===== config.mk =====
export PLATFORM = sky130hd
export DESIGN_NAME = data_bus_controller_flat
export DESIGN_NICKNAME = d
export VERILOG_FILES = /design/src/rtl/data_bus_controller_pkg.sv /design/src/rtl/data_bus_controller_if.sv /design/src/rtl/data_bus_controller_bus_timeout_counter.sv /design/src/rtl/data_bus_controller.sv /design/src/flat_wrapper.sv
export SDC_FILE = /design/constraint.sdc
export NUM_CORES = 1
export LEC_CHECK = 0
export ABC_AREA = 0
export CAP_MARGIN = 25
export CORE_MARGIN = 2
export CORE_UTILIZATION = 39
export CTS_CLUSTER_SIZE = 28
export DETAILED_ROUTE_END_ITERATION = 6
export PLACE_DENSITY = 0.81
export SYNTH_ARGS = -nofsm -noshare
export SYNTH_HDL_FRONTEND = slang
export SYNTH_SLANG_ARGS = --single-unit

===== constraint.sdc =====
create_clock -name clk -period 1.8 [get_ports clk]
set_clock_uncertainty 0.1 [all_clocks]
set_input_delay 0.18 -clock clk [delete_from_list [all_inputs] [get_ports clk]]
set_output_delay 0.18 -clock clk [all_outputs]
set_load 0.01 [all_outputs]

===== src/rtl/data_bus_controller_pkg.sv =====
// rtl/data_bus_controller_pkg.sv - shared encodings and defaults for the data bus controller
package data_bus_controller_pkg;

    typedef enum logic [1:0] {
        MEM_OP_NONE  = 2'b00,
        MEM_OP_LOAD  = 2'b01,
        MEM_OP_STORE = 2'b10,
        MEM_OP_RSVD  = 2'b11
    } mem_op_e;

    typedef enum logic [1:0] {
        IDLE = 2'b00,
        WAIT = 2'b01,
        DONE = 2'b10
    } state_e;

    localparam logic [15:0] DEFAULT_ERROR_DATA = 16'hFFFF;

    // Reserved encoding behaves as no operation.
    function automatic logic is_mem_access(input logic [1:0] op);
        return (op == MEM_OP_LOAD) || (op == MEM_OP_STORE);
    endfunction

endpackage


===== src/rtl/data_bus_controller_if.sv =====
// rtl/data_bus_controller_if.sv - request/acknowledge data memory bus
interface data_bus_controller_if;

    logic        bus_req;
    logic        bus_we;
    logic [15:0] bus_addr;
    logic [15:0] bus_wdata;
    logic        bus_ack;
    logic [15:0] bus_rdata;

    modport master (
        output bus_req, bus_we, bus_addr, bus_wdata,
        input  bus_ack, bus_rdata
    );

    modport slave (
        input  bus_req, bus_we, bus_addr, bus_wdata,
        output bus_ack, bus_rdata
    );

endinterface


===== src/rtl/data_bus_controller_bus_timeout_counter.sv =====
// rtl/data_bus_controller_bus_timeout_counter.sv - saturating watchdog counter for bus transactions
module bus_timeout_counter #(
    parameter int unsigned LIMIT = 255
) (
    input  logic clk,
    input  logic reset,
    input  logic clear_i,
    input  logic enable_i,
    output logic expired_o
);

    localparam int unsigned W    = (LIMIT > 0) ? $clog2(LIMIT + 1) : 1;
    localparam int unsigned LAST = (LIMIT > 0) ? LIMIT - 1 : 0;

    logic [W-1:0] count_q, count_d;

    always_comb begin
        count_d = count_q;
        if (clear_i) begin
            count_d = '0;
        end else if (enable_i && (count_q != {W{1'b1}})) begin
            count_d = count_q + W'(1);
        end
    end

    always_ff @(posedge clk or posedge reset) begin
        if (reset) begin
            count_q <= '0;
        end else begin
            count_q <= count_d;
        end
    end

    // A limit of zero disables the watchdog entirely.
    assign expired_o = (LIMIT != 0) && (count_q == W'(LAST));

endmodule


===== src/rtl/data_bus_controller.sv =====
// rtl/data_bus_controller.sv - MEM-stage load/store engine driving a variable-latency data bus
module data_bus_controller
    import data_bus_controller_pkg::*;
#(
    parameter int unsigned TIMEOUT_CYCLES = 255,
    parameter logic [15:0] ERROR_DATA     = DEFAULT_ERROR_DATA
) (
    input  logic                  clk,
    input  logic                  reset,
    input  logic [1:0]            cpu_mem_op,
    input  logic [15:0]           cpu_address,
    input  logic [15:0]           cpu_write_data,
    output logic [15:0]           cpu_read_data,
    output logic                  cpu_stall,
    data_bus_controller_if.master bus,
    output logic                  bus_error,
    input  logic                  error_clear
);

    state_e      state_q, state_d;
    logic        req_q, req_d;
    logic        we_q, we_d;
    logic [15:0] addr_q, addr_d;
    logic [15:0] wdata_q, wdata_d;
    logic [15:0] rdata_q, rdata_d;
    logic        error_q, error_d;
    logic        stall;
    logic        timer_clear;
    logic        timer_en;
    logic        timer_expired;

    bus_timeout_counter #(
        .LIMIT (TIMEOUT_CYCLES)
    ) u_watchdog (
        .clk       (clk),
        .reset     (reset),
        .clear_i   (timer_clear),
        .enable_i  (timer_en),
        .expired_o (timer_expired)
    );

    always_comb begin
        state_d     = state_q;
        req_d       = req_q;
        we_d        = we_q;
        addr_d      = addr_q;
        wdata_d     = wdata_q;
        rdata_d     = rdata_q;
        error_d     = error_q;
        stall       = 1'b0;
        timer_clear = 1'b0;
        timer_en    = 1'b0;

        // A timeout below overrides a clear in the same cycle.
        if (error_clear) begin
            error_d = 1'b0;
        end

        case (state_q)
            IDLE: begin
                if (is_mem_access(cpu_mem_op)) begin
                    stall       = 1'b1;
                    addr_d      = cpu_address;
                    wdata_d     = cpu_write_data;
                    we_d        = (cpu_mem_op == MEM_OP_STORE);
                    req_d       = 1'b1;
                    timer_clear = 1'b1;
                    state_d     = WAIT;
                end
            end
            WAIT: begin
                stall = 1'b1;
                if (bus.bus_ack) begin
                    req_d   = 1'b0;
                    state_d = DONE;
                    if (!we_q) begin
                        rdata_d = bus.bus_rdata;
                    end
                end else if (timer_expired) begin
                    req_d   = 1'b0;
                    error_d = 1'b1;
                    state_d = DONE;
                    if (!we_q) begin
                        rdata_d = ERROR_DATA;
                    end
                end else begin
                    timer_en = 1'b1;
                end
            end
            DONE: begin
                // Pipeline advances this cycle; the still-visible op must not restart.
                state_d = IDLE;
            end
            default: begin
                state_d = IDLE;
            end
        endcase
    end

    always_ff @(posedge clk or posedge reset) begin
        if (reset) begin
            state_q <= IDLE;
            req_q   <= 1'b0;
            we_q    <= 1'b0;
            addr_q  <= '0;
            wdata_q <= '0;
            rdata_q <= '0;
            error_q <= 1'b0;
        end else begin
            state_q <= state_d;
            req_q   <= req_d;
            we_q    <= we_d;
            addr_q  <= addr_d;
            wdata_q <= wdata_d;
            rdata_q <= rdata_d;
            error_q <= error_d;
        end
    end

    assign cpu_stall      = stall & ~reset;
    assign cpu_read_data  = rdata_q;
    assign bus_error      = error_q;
    assign bus.bus_req    = req_q;
    assign bus.bus_we     = we_q;
    assign bus.bus_addr   = addr_q;
    assign bus.bus_wdata  = wdata_q;

endmodule


===== src/flat_wrapper.sv =====
// flat-port wrapper written by rule: the top's interface ports become plain ports
module data_bus_controller_flat import data_bus_controller_pkg::*;
#(
    parameter int unsigned TIMEOUT_CYCLES = 255,
    parameter logic [15:0] ERROR_DATA     = DEFAULT_ERROR_DATA
)
  (clk, reset, cpu_mem_op, cpu_address, cpu_write_data, cpu_read_data, cpu_stall, bus_error, error_clear, bus_bus_req, bus_bus_we, bus_bus_addr, bus_bus_wdata, bus_bus_ack, bus_bus_rdata);
  data_bus_controller_if bus_i ();
  input  logic clk;
  input  logic reset;
  input  logic [1:0] cpu_mem_op;
  input  logic [15:0] cpu_address;
  input  logic [15:0] cpu_write_data;
  output logic [15:0] cpu_read_data;
  output logic cpu_stall;
  output logic bus_error;
  input  logic error_clear;
  output wire logic [$bits(bus_i.bus_req)-1:0] bus_bus_req;
  output wire logic [$bits(bus_i.bus_we)-1:0] bus_bus_we;
  output wire logic [$bits(bus_i.bus_addr)-1:0] bus_bus_addr;
  output wire logic [$bits(bus_i.bus_wdata)-1:0] bus_bus_wdata;
  input wire logic [$bits(bus_i.bus_ack)-1:0] bus_bus_ack;
  input wire logic [$bits(bus_i.bus_rdata)-1:0] bus_bus_rdata;
  assign bus_bus_req = bus_i.bus_req;
  assign bus_bus_we = bus_i.bus_we;
  assign bus_bus_addr = bus_i.bus_addr;
  assign bus_bus_wdata = bus_i.bus_wdata;
  assign bus_i.bus_ack = bus_bus_ack;
  assign bus_i.bus_rdata = bus_bus_rdata;
  data_bus_controller #(.TIMEOUT_CYCLES(TIMEOUT_CYCLES), .ERROR_DATA(ERROR_DATA)) u_core (.clk(clk), .reset(reset), .cpu_mem_op(cpu_mem_op), .cpu_address(cpu_address), .cpu_write_data(cpu_write_data), .cpu_read_data(cpu_read_data), .cpu_stall(cpu_stall), .bus(bus_i), .bus_error(bus_error), .error_clear(error_clear));
endmodule

Word level (Yosys, flattened, before mapping)
Index checks and enable logic that the tools add are counted.
{"block": "classes", "bitwise_logic": 3, "mux": 24, "n_addsub": 1, "reduce_logical": 10, "eq_ne": 7}
{"op": "$mux W16", "n": 4}
{"op": "$mux W8", "n": 2}
{"op": "$mux W1", "n": 12}
{"op": "$add A8 B1 Y8 const B", "n": 1}
{"op": "$eq A8 B8 Y1 const B", "n": 1}
{"op": "$ne A8 B8 Y1 const B", "n": 1}
{"op": "$mux W2", "n": 3}
{"op": "$reduce_and A3 Y1", "n": 2}
{"op": "$reduce_bool A2 Y1", "n": 3}
{"op": "$eq A2 B1 Y1 const B", "n": 2}
{"op": "$pmux W1 S2", "n": 2}
{"op": "$pmux W2 S2", "n": 1}
{"op": "$reduce_and A2 Y1", "n": 2}
{"op": "$ne A3 B2 Y1 const B", "n": 1}
{"op": "$eq A2 B2 Y1 const B", "n": 1}
{"op": "$logic_not A2 Y1", "n": 1}
{"op": "$ne A2 B1 Y1 const B", "n": 1}
{"op": "$not A1 Y1", "n": 2}
{"op": "$and A1 B1 Y1", "n": 1}
{"op": "$logic_and A1 B1 Y1", "n": 1}
{"op": "$logic_or A1 B1 Y1", "n": 1}
{"block": "word_totals", "out_inout_bits": 52, "wordCells": 53, "regBits": 61}

Depth between registers and ports, before layout
{"block": "depth", "word_depth": 7, "mapped_depth": 7, "depth_no_buf": 5}

Modules after synthesis
Synthesis repeated with hierarchy kept, for this count alone.
{"block": "hier_totals", "hier_cells": 195, "area_unflattened_um2": 2717.6}
{"module": "data_bus_controller", "seq_area_each_um2": 1326.3, "area_each_um2": 2193.4, "cells_each": 140, "n_inst": 1}
{"module": "bus_timeout_counter", "seq_area_each_um2": 200.2, "area_each_um2": 524.3, "cells_each": 55, "n_inst": 1}

Least setup slack after synthesis
OpenSTA, ideal clock, no wires.
{"block": "synth_path", "path_type": "reg-to-reg", "start": "register u_core.u_watchdog.count_q[0]", "end": "register u_core.u_watchdog.count_q[1]", "stages_incl_launch_ff": 6, "t_arrival_ns": 1.422, "period_less_slack_ns": 1.588, "path_buffers": 0, "setup_slack_ns": 0.212, "t_required_ns": 1.634, "cell_sequence": "dfrtp_1 -> inv_1 -> ha_1 -> o211a_1 -> a2111oi_2 -> a31o_1"}
{"block": "synth_between", "elab_chain_cells": 6, "elab_cells_between_ends": 10}
{"item": "start: declaration", "line_no": "data_bus_controller_bus_timeout_counter.sv:15", "source": "logic [W-1:0] count_q, count_d;"}
{"item": "start signal: assignment", "line_no": "data_bus_controller_bus_timeout_counter.sv:30", "source": "count_q <= count_d;"}
{"item": "branches (longest 6 deep; another with $add A8 B1 Y8)"}
Several ways; the timed one is not identified. The select of a mux whose other input is x is not followed.
A chain may end at the register's enable or synchronous reset.

Final worst setup path
Same ends and word-level chain as after synthesis.

==> reports/qor.yml <==
status: "finished clean"
via_count: 2391
drt_pass1_iterations: 4
finalSetupViolations: 0
wl_per_cell_um: 13.9
synth_cells: 283
seq_area_frac_synth: 0.568
powerDensity_nw_per_um2: 1560
drive_above_1_share: 0.0980
dieArea_um2: 7570
cts.clk_slew.worst_paths_ns: 0.07
relSlewSlack: 0.758
htree_levels: 3
n_fill_cell: 556
gp_congestion: 0.833
required_ns: 1.97
core_area_um2: 6720
cts_root_buf: "clkbuf_8"
final_util: 0.606
synth-edff-count: 0
multi_input_area_um2: 1050
tritoncts: "yes"
port_buffers: 105
drc: 0
routed_wirelength_um: 6650
p_total_uw: 6370
crit_type: "flip-flop to flip-flop"
hold_class: "primary input to asynchronous set/reset pin"
synth_area_um2: 2690
placementRows: 30
overflow: 0
startpoint: "u_core.u_watchdog.count_q[0]"
ys_warn_count: 0
hold_viol: 0
vias_per_cell: 5.00
grt_use_total: 0.183
yosysUniqueCellTypes: 43
post-dp-hpwl_um: 4680
clockPowerShare: 0.206
final_common_cell: "clkdlybuf4s50_1"
slew_violations: 0
synth_ff_type: "dfrtp_1"
p_int_uw: 4210
r2r-start: "u_core.u_watchdog.count_q[0]"
postCtsHoldBufs: 0
numCtsBuffers: 9
antenna_found_initial: 0
fin_nets: 450
finalSetupTns_ns: 0
grt_start_max_net_pins: 62
die_h_um: 87.0
wl_met3_um: 425
p_sw_uw: 2160
share_comb_of_total_power: 0.428
seqPwrFrac: 0.366
cap_violations: 0
ys_ff_latch: 61
antennaDiodeCount: 0
synth_area_per_cell_um2: 9.50
max_freq_mhz: 584
first_global_vias: 2313
fin_crit_sh: 0.951
netSwitchingFraction: 0.339
highest_layer: "met4"
wl_met2_um: 3210
start_kind: "flip-flop"
p_leak_uw: 0.00190
cts_max_path_buffers: 2
peakVddDrop_mv: 0.858
yosysTopAreaCell: "dfrtp_1"
ff_latch_area_um2: 1530
io_pins: 106
ant_nets: 0
clock_latency_ns: 0.33
initial_core_util: 0.400
yosysTopAreaCellShare: 0.568
syn_nets: 340
ys_async_sr_fraction: 1.00
netlist_top_cells_area: "dfrtp_1 57%, nand2_1 14%, o22ai_1 4.0%"
worstSetupEndpointType: "flip-flop"
drt_iter0_drc: 137
min_period_ns: 1.71
final_cell_mix: "104 x clkdlybuf4s50_1, 103 x nand2_1, 60 x dfrtp_1"
wl_met1_um: 2910
area_growth_pct: 51.5
cp_max_fo: 6
worst_pin_slew_ns: 0.364
die_w_um: 87.0
grt_pass1_wl_um: 10900
worstPathArrival_ns: 1.88
cts.sinks: 61
power groups by stage:
stage | Clock (uW) | Sequential (uW) | Combinational [uW]
final | 1310 | 2330 | 2720
after global routing | 1430 | 2410 | 2980
after CTS | 1350 | 2320 | 2740
after detailed placement | 0 | 2330 | 2740
after global placement | 0 | 2310 | 2660
after floorplan | 0 | 2520 | 1060
final cells by class:
type,count,share of cell area
Timing Repair Buffer,117,0.284
Sequential cell,61,0.375
Clock buffer,10,0.0313
Clock inverter,6,0.0215
Inverter,5,0.00461
Tap cell,80,0.0246
Multi-Input combinational cell,199,0.259
timing repair:
action	4_1_cts	5_1_grt
gates cloned	0	0
endpoints found under the setup margin	1	35
gates resized for setup	3	5
setup buffers	0	0
state kept, by name (all words and copies together) (netlist names):
| signal | count |
|---|---|
| u_core.bus.bus_addr | 16 |
| u_core.bus.bus_req | 1 |
| u_core.bus.bus_wdata | 16 |
| u_core.bus.bus_we | 1 |
| u_core.bus_error | 1 |
| u_core.cpu_read_data | 16 |
| u_core.state_q | 2 |
| u_core.u_watchdog.count_q | 8 |
metal layers:
layer,up-vias,global-route usage
met5,-,0
met4,0,0.0724
met3,11,0.0474
met2,77,0.289
met1,1120,0.242
li1,1183,-
cells by family (layout without fill, tap and decap cells):
logic type | Yosys count | in the layout | synth area share
flops | 61 | 61 | 0.568
buf+inv | 23 | 138 | 0.0452
fa+ha+maj | 3 | 3 | 0.0140
simple gates | 141 | 141 | 0.235
compound gates | 52 | 52 | 0.127
mux | 3 | 3 | 0.0112
per-stage QoR:
step	std cells	hold slack (ns)	worst slack, ns	area [um2]
2_1_floorplan	283	0.179	0.00696	2690
3_3_place_gp	462	0.357	-0.347	3840
3_5_place_dp	462	0.362	-0.340	3840
4_1_cts	478	0.219	0.00267	4060
5_1_grt	478	0.234	-0.00648	4070
6_report	478	0.196	0.0879	4070
cells in the mapped netlist, drive strengths merged (2+ instances only):
library cell and number:
a211oi 3, a21oi 17, a31oi 2, a41oi 2
and2 3, buf 15, clkbuf 3, dfrtp 61
ha 3, inv 5, mux2i 3, nand2 103
nand2b 2, nand3 2, nand4 2, nor2 17
nor3 2, nor3b 2, o21ai 2, o22ai 17
critical path, cell delays in order, from the launching register on:
cell and delay [ns]:
dfrtp_2 0.41, inv_1 0.06, ha_1 0.28, o211a_1 0.29
a2111oi_2 0.37, a31o_1 0.14
path summary, 6_finish.rpt:
path,cells past startpoint,slack [ns],end
min in group clk,3,0.27,u_core.bus.bus_wdata[2]
min,3,0.20,u_core.state_q[1]
min reg2reg,2,0.37,u_core.bus.bus_addr[5]
max in group asynchronous,3,1.12,u_core.u_watchdog.count_q[0]
max,5,0.09,u_core.u_watchdog.count_q[1]
max reg2reg,5,0.09,u_core.u_watchdog.count_q[1]
Power figures use the tool's default switching activity.
